## src/rtl/fb_port_arbiter.sv

```systemverilog
// Framebuffer BRAM port arbiter: display has strict priority, game and the
// built-in region-clear engine share the remaining cycles round-robin.
module fb_port_arbiter #(
    parameter int              WIDTH   = 1,
    parameter int              LEN     = 16000,
    parameter int              AW      = 14,
    parameter logic [WIDTH-1:0] CLR_VAL = '0
) (
    input  logic             clk,
    input  logic             reset,
    input  logic             d_req,
    input  logic [AW-1:0]    d_addr,
    output logic             d_ack,
    output logic             d_rvalid,
    output logic [WIDTH-1:0] d_rdata,
    input  logic             g_req,
    input  logic             g_we,
    input  logic [AW-1:0]    g_addr,
    input  logic [WIDTH-1:0] g_wdata,
    output logic             g_ack,
    output logic             g_rvalid,
    output logic [WIDTH-1:0] g_rdata,
    input  logic             clr_start,
    input  logic [AW-1:0]    clr_base,
    input  logic [AW:0]      clr_len,
    output logic             clr_busy,
    output logic             clr_done,
    output logic [AW-1:0]    m_addr,
    output logic [WIDTH-1:0] m_din,
    output logic             m_we,
    input  logic [WIDTH-1:0] m_dout
);
    typedef enum logic [1:0] {GNT_NONE, GNT_DISP, GNT_GAME, GNT_CLR} gnt_e;
    typedef enum logic {CLR_IDLE, CLR_RUN} clr_state_e;
    typedef enum logic {RR_GAME, RR_CLR} rr_e;

    gnt_e          gnt;
    rr_e           rr;
    clr_state_e    clr_state;
    logic [AW-1:0] clr_ptr;
    logic [AW:0]   clr_rem;
    logic [AW-1:0] addr_q;

    // Nothing is granted while reset is held, so no write can slip through.
    always_comb begin
        gnt = GNT_NONE;
        if (reset) begin
            if (d_req)
                gnt = GNT_DISP;
            else if (g_req && clr_busy)
                gnt = (rr == RR_GAME) ? GNT_GAME : GNT_CLR;
            else if (g_req)
                gnt = GNT_GAME;
            else if (clr_busy)
                gnt = GNT_CLR;
        end
    end

    always_comb begin
        d_ack  = (gnt == GNT_DISP);
        g_ack  = (gnt == GNT_GAME);
        m_addr = addr_q;
        m_din  = '0;
        m_we   = 1'b0;
        case (gnt)
            GNT_DISP: m_addr = d_addr;
            GNT_GAME: begin
                m_addr = g_addr;
                m_din  = g_wdata;
                m_we   = g_we;
            end
            GNT_CLR: begin
                m_addr = clr_ptr;
                m_din  = CLR_VAL;
                m_we   = 1'b1;
            end
            default: ;
        endcase
    end

    // BRAM has one cycle of read latency, so read data passes straight through.
    assign d_rdata = m_dout;
    assign g_rdata = m_dout;

    always_ff @(posedge clk) begin
        if (!reset) begin
            d_rvalid <= 1'b0;
            g_rvalid <= 1'b0;
            rr       <= RR_GAME;
            addr_q   <= '0;
        end else begin
            d_rvalid <= d_ack;
            g_rvalid <= g_ack & ~g_we;
            if (gnt != GNT_NONE)
                addr_q <= m_addr;
            if (gnt == GNT_GAME)
                rr <= RR_CLR;
            else if (gnt == GNT_CLR)
                rr <= RR_GAME;
        end
    end

    always_ff @(posedge clk) begin
        if (!reset) begin
            clr_state <= CLR_IDLE;
            clr_busy  <= 1'b0;
            clr_done  <= 1'b0;
            clr_ptr   <= '0;
            clr_rem   <= '0;
        end else begin
            clr_done <= 1'b0;
            case (clr_state)
                CLR_IDLE: begin
                    if (clr_start) begin
                        if (clr_len != '0) begin
                            clr_ptr   <= clr_base;
                            clr_rem   <= clr_len;
                            clr_busy  <= 1'b1;
                            clr_state <= CLR_RUN;
                        end else begin
                            clr_done <= 1'b1;
                        end
                    end
                end
                CLR_RUN: begin
                    // clr_start is deliberately ignored here; the running length wins.
                    if (gnt == GNT_CLR) begin
                        clr_ptr <= (clr_ptr == AW'(LEN - 1)) ? '0 : clr_ptr + AW'(1);
                        clr_rem <= clr_rem - (AW+1)'(1);
                        if (clr_rem == (AW+1)'(1)) begin
                            clr_busy  <= 1'b0;
                            clr_done  <= 1'b1;
                            clr_state <= CLR_IDLE;
                        end
                    end
                end
                default: clr_state <= CLR_IDLE;
            endcase
        end
    end
endmodule

```

## config.mk

```make
export PLATFORM = sky130hd
export DESIGN_NAME = fb_port_arbiter
export DESIGN_NICKNAME = d
export VERILOG_FILES = /design/src/rtl/fb_port_arbiter.sv
export SDC_FILE = /design/constraint.sdc
export NUM_CORES = 1
export LEC_CHECK = 0
export CORE_ASPECT_RATIO = 0.7
export CORE_MARGIN = 4
export CORE_UTILIZATION = 45
export DETAILED_ROUTE_END_ITERATION = 8
export GPL_ROUTABILITY_DRIVEN = 0
export PLACE_DENSITY = 0.85
export SYNTH_ARGS = -nofsm -noshare
export SYNTH_HDL_FRONTEND = slang
export SYNTH_SLANG_ARGS = --single-unit
```

## constraint.sdc

```tcl
create_clock -name clk -period 2.45 [get_ports clk]
set_clock_uncertainty 0.2 [all_clocks]
set_input_delay 0.245 -clock clk [delete_from_list [all_inputs] [get_ports clk]]
set_output_delay 0.245 -clock clk [all_outputs]
set_load 0.02 [all_outputs]
```

Yosys cells after proc, flatten, opt, wreduce, memory -nomap -nowiden
Index checks and enable logic that the tools add are counted.
Operators by class
  add/subtract/negate cells: 2
  equal/unequal tests: 9
  mux-type cells: 35
  bitwise logic cells: 3
  reduce and logical (&&, ||, !) cells: 6
Operators with widths (number)
  2-to-1 mux 14 bit: 4
  2-to-1 mux 15 bit: 3
  case mux 14 bit (3 select lines): 1
  case mux 15 bit (2 select lines): 1
  case mux 14 bit (2 select lines): 1
  2-to-1 mux 1 bit: 16
  equality test 15 x 1 -> 1 bit, second input constant: 1
  nonzero test 15 bit: 1
  subtractor 15 x 1 -> 15 bit, second input constant: 1
  adder 14 x 1 -> 14 bit, second input constant: 1
  equality test 14 bit, second input constant: 1
  2-to-1 mux 2 bit: 5
  case mux 1 bit (2 select lines): 4
  equality test 2 bit, second input constant: 2
  != test 2 x 1 -> 1 bit, second input constant: 2
  != test 2 bit, second input constant: 2
  AND reduction 4 bit: 1
  nonzero test 2 bit: 2
  AND reduction 3 bit: 1
  equality test 2 x 1 -> 1 bit, second input constant: 1
  inverter 1 bit: 2
  bitwise AND 1 bit: 1
  logical AND 1 bit: 1
Storage, ports and cells
  bits in registers: 49
  bits of input ports: 65
  output and inout bits: 24

Longest topological paths before layout
Gate-level depths: netlist (run 1).
  word-level depth: 8
  gate-level depth with buffers: 7
  gate-level depth less buffers: 6

Worst setup path after synthesis (run 1)
OpenSTA, ideal clock, no wires.
  path kind: register to register
  start point: reg rr
  end point: reg addr_q[0]
  library setup time: 61 ps
  arrival: 1737 ps
  required time: 2189 ps
  setup slack: 452 ps
  stages on the path, launching flop included: 7
  cells stage by stage: dfxtp_1 nand2b_2 a21oi_1 buf_2 a222oi_1 o21ai_0 and2_1
Between the ends
  word-level cells in the longest chain between the ends: 6
  elaborated cells between the ends (all ways): 9
  classes of those cells: eq/ne: 3; mux: 5; reduce/logical: 1
Ends and longest elaborated chain
  from (decl): RTL line 38  | rr_e rr;
  from (signal assigned): RTL line 89  | rr <= RR_GAME;
  from (signal assigned): RTL line 97  | rr <= RR_CLR;
  from (signal assigned): RTL line 99  | rr <= RR_GAME;
  2-to-1 mux 1 bit *: RTL line 51  | gnt = (rr == RR_GAME) ? GNT_GAME : GNT_CLR;
  2-to-1 mux 2 bit *: RTL line 50  | else if (g_req && clr_busy)
  2-to-1 mux 2 bit *: RTL line 48  | if (d_req)
  2-to-1 mux 2 bit *: RTL line 47  | if (reset) begin
  equality test 2 bit / equality test 2 x 1 -> 1 bit (equally long branches): RTL line 65  | case (gnt)
  case mux 14 bit (3 select lines) *: RTL line 65
  net m_addr[0]: RTL line 28  | output logic [AW-1:0] m_addr,
  to (signal assigned): RTL line 95  | addr_q <= m_addr;
  to (decl): RTL line 42  | logic [AW-1:0] addr_q;
The timed path passes the listed nets; every way through them passes the cells marked *.
A chain may end at the register's enable or synchronous reset.

Worst setup path in the final report (run 1)
  start point: in reset
  end point: out m_addr[13]
Between the ends
  word-level cells in the longest chain between the ends: 3
  elaborated cells between the ends (all ways): 5
  classes of those cells: eq/ne: 3; mux: 2
Ends and longest elaborated chain
  from (decl): RTL line 10  | input logic reset,
  2-to-1 mux 2 bit *: RTL line 47
  equality test 2 bit / equality test 2 x 1 -> 1 bit (equally long branches): RTL line 65
  case mux 14 bit (3 select lines) *: RTL line 65
  to (decl): RTL line 28
Mark *: on every way between the ends. The rest lies on a longest branch, timed or not.

==> results of run 1 <==
sequential cells by signal, summed over array words and instances, names as in the netlist:
register   flops
addr_q        14
clr_busy       1
clr_done       1
clr_ptr       14
clr_rem       15
clr_state      1
d_rvalid       1
g_rvalid       1
rr             1
cell families (layout without fill, tap and decap cells):
logic type      after synthesis  in the layout
fa+ha+maj                     3              3
flops                        49             49
compound gates              128            128
buf+inv                      37            123
mux                           2              2
simple gates                148            148
power by group through the flow:
stage	registers (W)	logic (W)	clock network (W)
5_1_grt	0.000906	0.000621	0.000651
3_3_place_gp	0.000913	0.000568	0
3_5_place_dp	0.000915	0.000581	0
6_report	0.000898	0.000572	0.000614
2_1_floorplan	0.000904	0.000338	0
4_1_cts	0.000897	0.000575	0.000627
layout make-up:
type	count	area (sq um)
clock inverter	2	37.54
clock buffer	6	82.58
sequential	49	980.9
timing repair buffer	109	1005
inverter	6	22.52
multi-input combinational	281	1724
fill	496	2266
tap	78	97.59
layer usage:
layer	vias to the layer above	GRT usage, %	wire, um
met3	11	3.770	616
met2	153	33.26	4053
met5	-	0	0
met1	1514	29.77	3906
met4	0	5.605	99
li1	1550	-	-
layout by cell type (no fill, tap or decap), types with 3 or more instances in the layout:
master / netlist / final
a21o_1: 3 / 3
nand4_1: 4 / 4
ha_1: 3 / 3
buf_4: 2 / 21
clkbuf_2: 1 / 11
and2_1: 16 / 16
nand2_1: 48 / 48
dfxtp_1: 49 / 49
dlymetal6s2s_1: 0 / 3
clkdlybuf4s50_1: 0 / 68
o2bb2ai_1: 4 / 4
a21oi_1: 38 / 38
a22oi_1: 4 / 4
a222oi_1: 13 / 13
o21ai_0: 23 / 21
o32ai_1: 7 / 7
nor2b_1: 5 / 5
a211oi_1: 3 / 3
nor2_1: 23 / 23
and3_1: 6 / 6
o211ai_1: 3 / 3
nor4_1: 6 / 6
and4_1: 3 / 3
clkbuf_8: 0 / 6
inv_1: 4 / 4
nand3_1: 7 / 7
nand3b_1: 3 / 3
o21ai_1: 8 / 10
o31ai_1: 5 / 5
nor3_1: 15 / 15
per-stage QoR:
step                      utilization (%)  hold WS, ps  total power, W  TNS, ps
after floorplan                         -        116.6        0.001242        0
after global placement              62.44        261.8        0.001480    -2171
after detailed placement            62.44        273.4        0.001496    -2797
after CTS                           64.41        290.2        0.002100   -36.94
after global routing                63.55        290.3        0.002178  -0.4197
final                               63.55        290.1        0.002085        0
repair_timing:
item                       in CTS  in global routing
setup endpoints to repair      15                 16
buffers inserted                0                  0
hold buffers                    0                  0
gates resized for setup        29                 25
pin swaps                       0                  1
hold endpoints to repair        0                  0
worst max path at each step:
| stage | slack [ps] | depth (start not counted) | startpoint | endpoint |
|---|---|---|---|---|
| after floorplan | 450 | 6 | rr | addr_q[0] |
| after global routing | -0.4 | 6 | rr | m_addr[0] |
| after detailed placement | -240 | 7 | g_req | m_addr[0] |
| after CTS | -40 | 6 | rr | m_addr[0] |
| final | 100 | 8 | reset | m_addr[13] |
| after global placement | -180 | 7 | reset | m_addr[4] |
==> impl_results.md, run 1 <==
* CP Capture Type: output pin
* Die ar. at 7762 sq um
* Final Cycle Share at 96.06%
* Placed instance area at 3881 sq um
* Detailed-route DRC error count at 0
* Slowest stage delay, CP at 420 ps
* Worst Hold Class: in -> out
* Worst path required time at 2010 ps
* Rows at 24
* Syn Inst Count at 367
* Slew Viols, Final at 0
* Drt total wl at 8.676 mm
* Synth warn at 0
* CP max-delay cell: clkdlybuf4s50_1
* Port Buffer Count at 85
* Setup WS post-layout at 96.53 ps
* Async SR Flop Fraction at 0%
* Initial core utilization at 46.32%
* Share of post-route cells with drive strength above 1 at 12.80%
* Dpl hpwl at 6.198 mm
* Hold path cells at 0
* Sw frac at 30.23%
* Post-synthesis compound-gate area fraction at 31.03%
* Mux cell area share after synthesis at 0.7388%
* RSZ-0062 raised after global routing: true
* CTS Sinks at 49
* Fin area at 3950 sq um
* Flops & latches, synth at 49
* Via count at 3228
* Crit path max fanout at 14
* Worst R2R Start: clr_ptr[1]
* Tmin final at 2353 ps
* Die width at 103.6 um
* CP cell instances: clkdlybuf4s50_1 -> buf_4 -> and2_0 -> buf_4 -> buf_4 -> a22oi_1 -> nand2_1 -> dlygate4sd2_1
* Clock power frac at 29.4%
* Worst slew margin at 60.91%
* Clk_lat worst skew at 300 ps
* Worst slew pin tran at 584.3 ps
* P&R area growth vs syn at 37.20%
* Dpl ws at -243.4 ps
* Total GRT Usage at 20.90%
* Synth top area share at 34.07%
* TritonCTS clock tree: yes
* Vias per cell at 6.079
* Total CTS buffers at 5
* First-iteration detailed-routing DRC count at 341
* Power Internal at 0.001454 W
* Xor/xnor share of the synthesized area at 0%
* Number of synthesized flops with an enable pin at 0
* Antenna cells at 0
* Initial antenna violation count at 0
* Main synth FF type: dfxtp_1
* Clock Path Buffers at 2
* Max-cap violations at 0
* CORE AREA at 6216 sq um
* Cell with the most instances after synthesis: dfxtp_1
* Die height at 74.92 um
* Syn Std Cell Area at 2879 sq um
* Largest net degree at the start of global routing at 44
* Hold_sp: m_dout
* Synth area leader: dfxtp_1
* Area contributors post-synth: dfxtp_1, a21oi_1, nand2_1
* Logic pwr share at 27.5%
* Placed insts at 523
* I/O pin count at 89
* Final nets at 520
* Buf/Inv on CP at 5
* Simple-gate portion of the synthesized area at 26.81%
* Largest family of logic cells by synthesized area: compound AO/OA/AOI/OAI gates
* Vias in the first global route at 2844
* Fin. Hold Viols at 0
* Finish-stage setup viols at 0
* RR Endpoint: clr_ptr[11]
* Worst EP arrival at 1910 ps
* Synth Area in Adders at 1.304%
* Peak supply drop at 0.3197 mV
* Nature of the critical path startpoint: primary input
* Register-to-register setup slack at 240 ps
* Post-route ant nets at 0
* Cell with the most instances on the worst path: buf_4
* P_leak at 1.531 nW
* Finished Layout Cells at 531
* Avg WL per Cell at 16.34 um
* Congestion Overflow GR at 0
* Psw at 0.0006303 W
* Syn Area/Cell at 7.845 sq um
* Status: completed
* PD cells at 527.7 nW/um^2
* Clk root buf: clkbuf_8
* Synth cell count leaders: dfxtp_1, nand2_1, a21oi_1
* Detailed Routing Iterations Pass 1 at 8
* Hold EP: d_rdata
* Post-Syn Nets at 435
* CP delay by family, top: buffers and inverters
* R2R depth at 6
* Synth unique cells at 58
* H-tree lvl count at 2
* Post-synthesis sequential area ratio at 34.07%
* Fmax at 424.9 MHz
* WS Path Type: in -> out
* Flop pwr share at 43.1%
* Global-route wire length before repair at 13.53 mm
(Power assumes the default switching activity.)
==> inputs of run 2 (changes only) <==
- CTS_CLUSTER_SIZE: unset -> 16
- TNS_END_PERCENT: unset -> 1
==> run 2 against run 1 <==
Against the previous run: via count increased by 0.15%; non-clock buffer count is the same; global-route usage is 0.076 points lower; clock power grew 1%; wire length rose by 0.31%; critical path depth is 2 lower; final area is 0.54% higher; utilization up 0.34 points; largest cell class unchanged.
==> impl_results.md, run 2 (same netlist as run 1, synthesis figures left out) <==
* Status: completed
* Peak supply drop at 0.3231 mV (+1.1%)
* Tmin final at 2436 ps (+82.27 ps)
* Largest Register: clr_rem
* Fin. Hold Viols at 0 (unchanged)
* Core Util, Final at 63.89% (+0.34 points)
* Post-route ant nets at 0 (unchanged)
* Commonest cells after routing, fill and taps aside: clkdlybuf4s50_1, dfxtp_1, nand2_1
* Avg WL per Cell at 16.39 um (+0.31%)
* Worst Hold Class: in -> out
* Slew Viols, Final at 0 (unchanged)
* Initial core utilization at 46.32% (unchanged)
* Share of post-route cells with drive strength above 1 at 12.14% (-0.66 points)
* Reg clk slew, reported paths at 90 ps
* CTS Sinks at 49 (unchanged)
* P_leak at 1.530 nW (about the same)
* Final Cycle Share at 99.42% (+3.4 points)
* RSZ-0062 raised after global routing: true
* Setup WS post-layout at 14.26 ps (-82.27 ps)
* Dpl ws at -243.4 ps (unchanged)
* I/O pin count at 89 (unchanged)
* TritonCTS clock tree: yes
* Nature of the critical path startpoint: flip-flop
* Hold path cells at 0 (unchanged)
* Port Buffer Count at 85 (unchanged)
* Worst Hold Slack at 290.1 ps (unchanged)
* Global-route wire length before repair at 13.50 mm (-0.20%)
* Vias in the first global route at 2864 (+0.70%)
* Clock Path Buffers at 2 (unchanged)
* Register Area at 980.9 sq um (unchanged)
* Detailed Routing Iterations Pass 1 at 6 (-2)
* Worst path required time at 2010 ps (about the same)
* Total GRT Usage at 20.83% (-0.076 points)
* Detailed-route DRC error count at 0 (unchanged)
* Final nets at 520 (unchanged)
* Drt total wl at 8.703 mm (+0.31%)
* Worst slew margin at 61.10% (+0.19 points)
* PD cells at 527.5 nW/um^2 (about the same)
* Sum Neg Setup Slack at 0 ps (unchanged)
* Die width at 103.6 um (unchanged)
* WS Path Type: reg -> out
* H-tree lvl count at 2 (unchanged)
* CORE AREA at 6216 sq um (unchanged)
* Rows at 24 (unchanged)
* Die ar. at 7762 sq um (unchanged)
* Via count at 3233 (+0.15%)
* Top flop regs: clr_rem: 15 flops, addr_q: 14 flops, clr_ptr: 14 flops
* Dpl hpwl at 6.198 mm (unchanged)
* Worst EP arrival at 1990 ps (+80 ps)
* Finished Layout Cells at 531 (unchanged)
* R2R depth at 6 (unchanged)
* Clk_lat worst skew at 300 ps (about the same)
* Max FFs per register at 15 (unchanged)
* Clk root buf: clkbuf_8
* Worst slew pin tran at 581.4 ps (-2.884 ps)
* Placed insts at 523 (unchanged)
* Multi-input gate area at 1724 sq um (unchanged)
* Die height at 74.92 um (unchanged)
* Most common cell after layout, fill and taps aside: clkdlybuf4s50_1
* Total CTS buffers at 5 (unchanged)
* P&R area growth vs syn at 37.94%
* # fillers at 492 (-0.81%)
* Initial antenna violation count at 0 (unchanged)
* Fmax at 410.6 MHz (-3.4%)
* Max-cap violations at 0 (unchanged)
* Vias per cell at 6.089 (+0.15%)
* Crit path max fanout at 15 (+1)
* Congestion Overflow GR at 0 (unchanged)
* Post-CTS Repair Setup Buffers at 0 (unchanged)
* Antenna cells at 0 (unchanged)
* Largest net degree at the start of global routing at 44 (unchanged)
* First-iteration detailed-routing DRC count at 285 (-16%)
* CP Capture Type: output pin
* Finish-stage setup viols at 0 (unchanged)
## run 2: timing repair
action	CTS	global route
hold buffers	0	0
gates resized for setup	27	19
setup endpoints to repair	15	16
endpoints found under the hold margin	0	0
pin swaps	0	2
## run 2: final timing paths
check | start | endpoint | slack (ps)
worst max-delay path | rr | m_addr[2] | 10
worst min-delay path | m_dout | d_rdata | 290
worst max register to register | clr_ptr[0] | clr_ptr[10] | 200
worst min register to register | clr_rem[14] | clr_rem[14] | 290
## run 2: metal layers
| layer | vias up | global-route usage [%] | routed length [um] |
|---|---|---|---|
| met5 | - | 0 | 0 |
| met3 | 11 | 3.685 | 648 |
| met2 | 147 | 33.19 | 3987 |
| met4 | 0 | 5.900 | 93 |
| li1 | 1551 | - | - |
| met1 | 1524 | 29.56 | 3973 |
## run 2: final cells by class
class / instances / share of cell area (%)
Clock inverter: 2 / 0.9452
Timing Repair Buffer: 109 / 25.83
Tap cell: 78 / 2.457
Clock buffer: 6 / 2.079
Inverter: 6 / 0.5671
Multi-Input combinational cell: 281 / 43.42
Sequential cell: 49 / 24.70
## run 2: critical path, stage by stage, from the launching register on
cell             delay, ps
dfxtp_1                350
nand2b_2               190
and3_1                 220
buf_12                 160
a222oi_1               320
o21ai_0                140
clkdlybuf4s15_1        300
## run 2: stage by stage
| stage | total power (W) | cell area [sq um] |
|---|---|---|
| 3_5_place_dp | 0.001496 | 3881 |
| 4_1_cts | 0.002099 | 4003 |
| 6_report | 0.002095 | 3971 |
| 2_1_floorplan | 0.001242 | 2879 |
| 3_3_place_gp | 0.001480 | 3881 |
| 5_1_grt | 0.002181 | 3971 |
## run 2: power by group
group	total [W]	leakage (nW)	switching, W	internal (W)
sequential	0.000898	0.402	0.0000510	0.000847
clock	0.000620	0.0574	0.000288	0.000332
combinational	0.000576	1.07	0.000299	0.000278
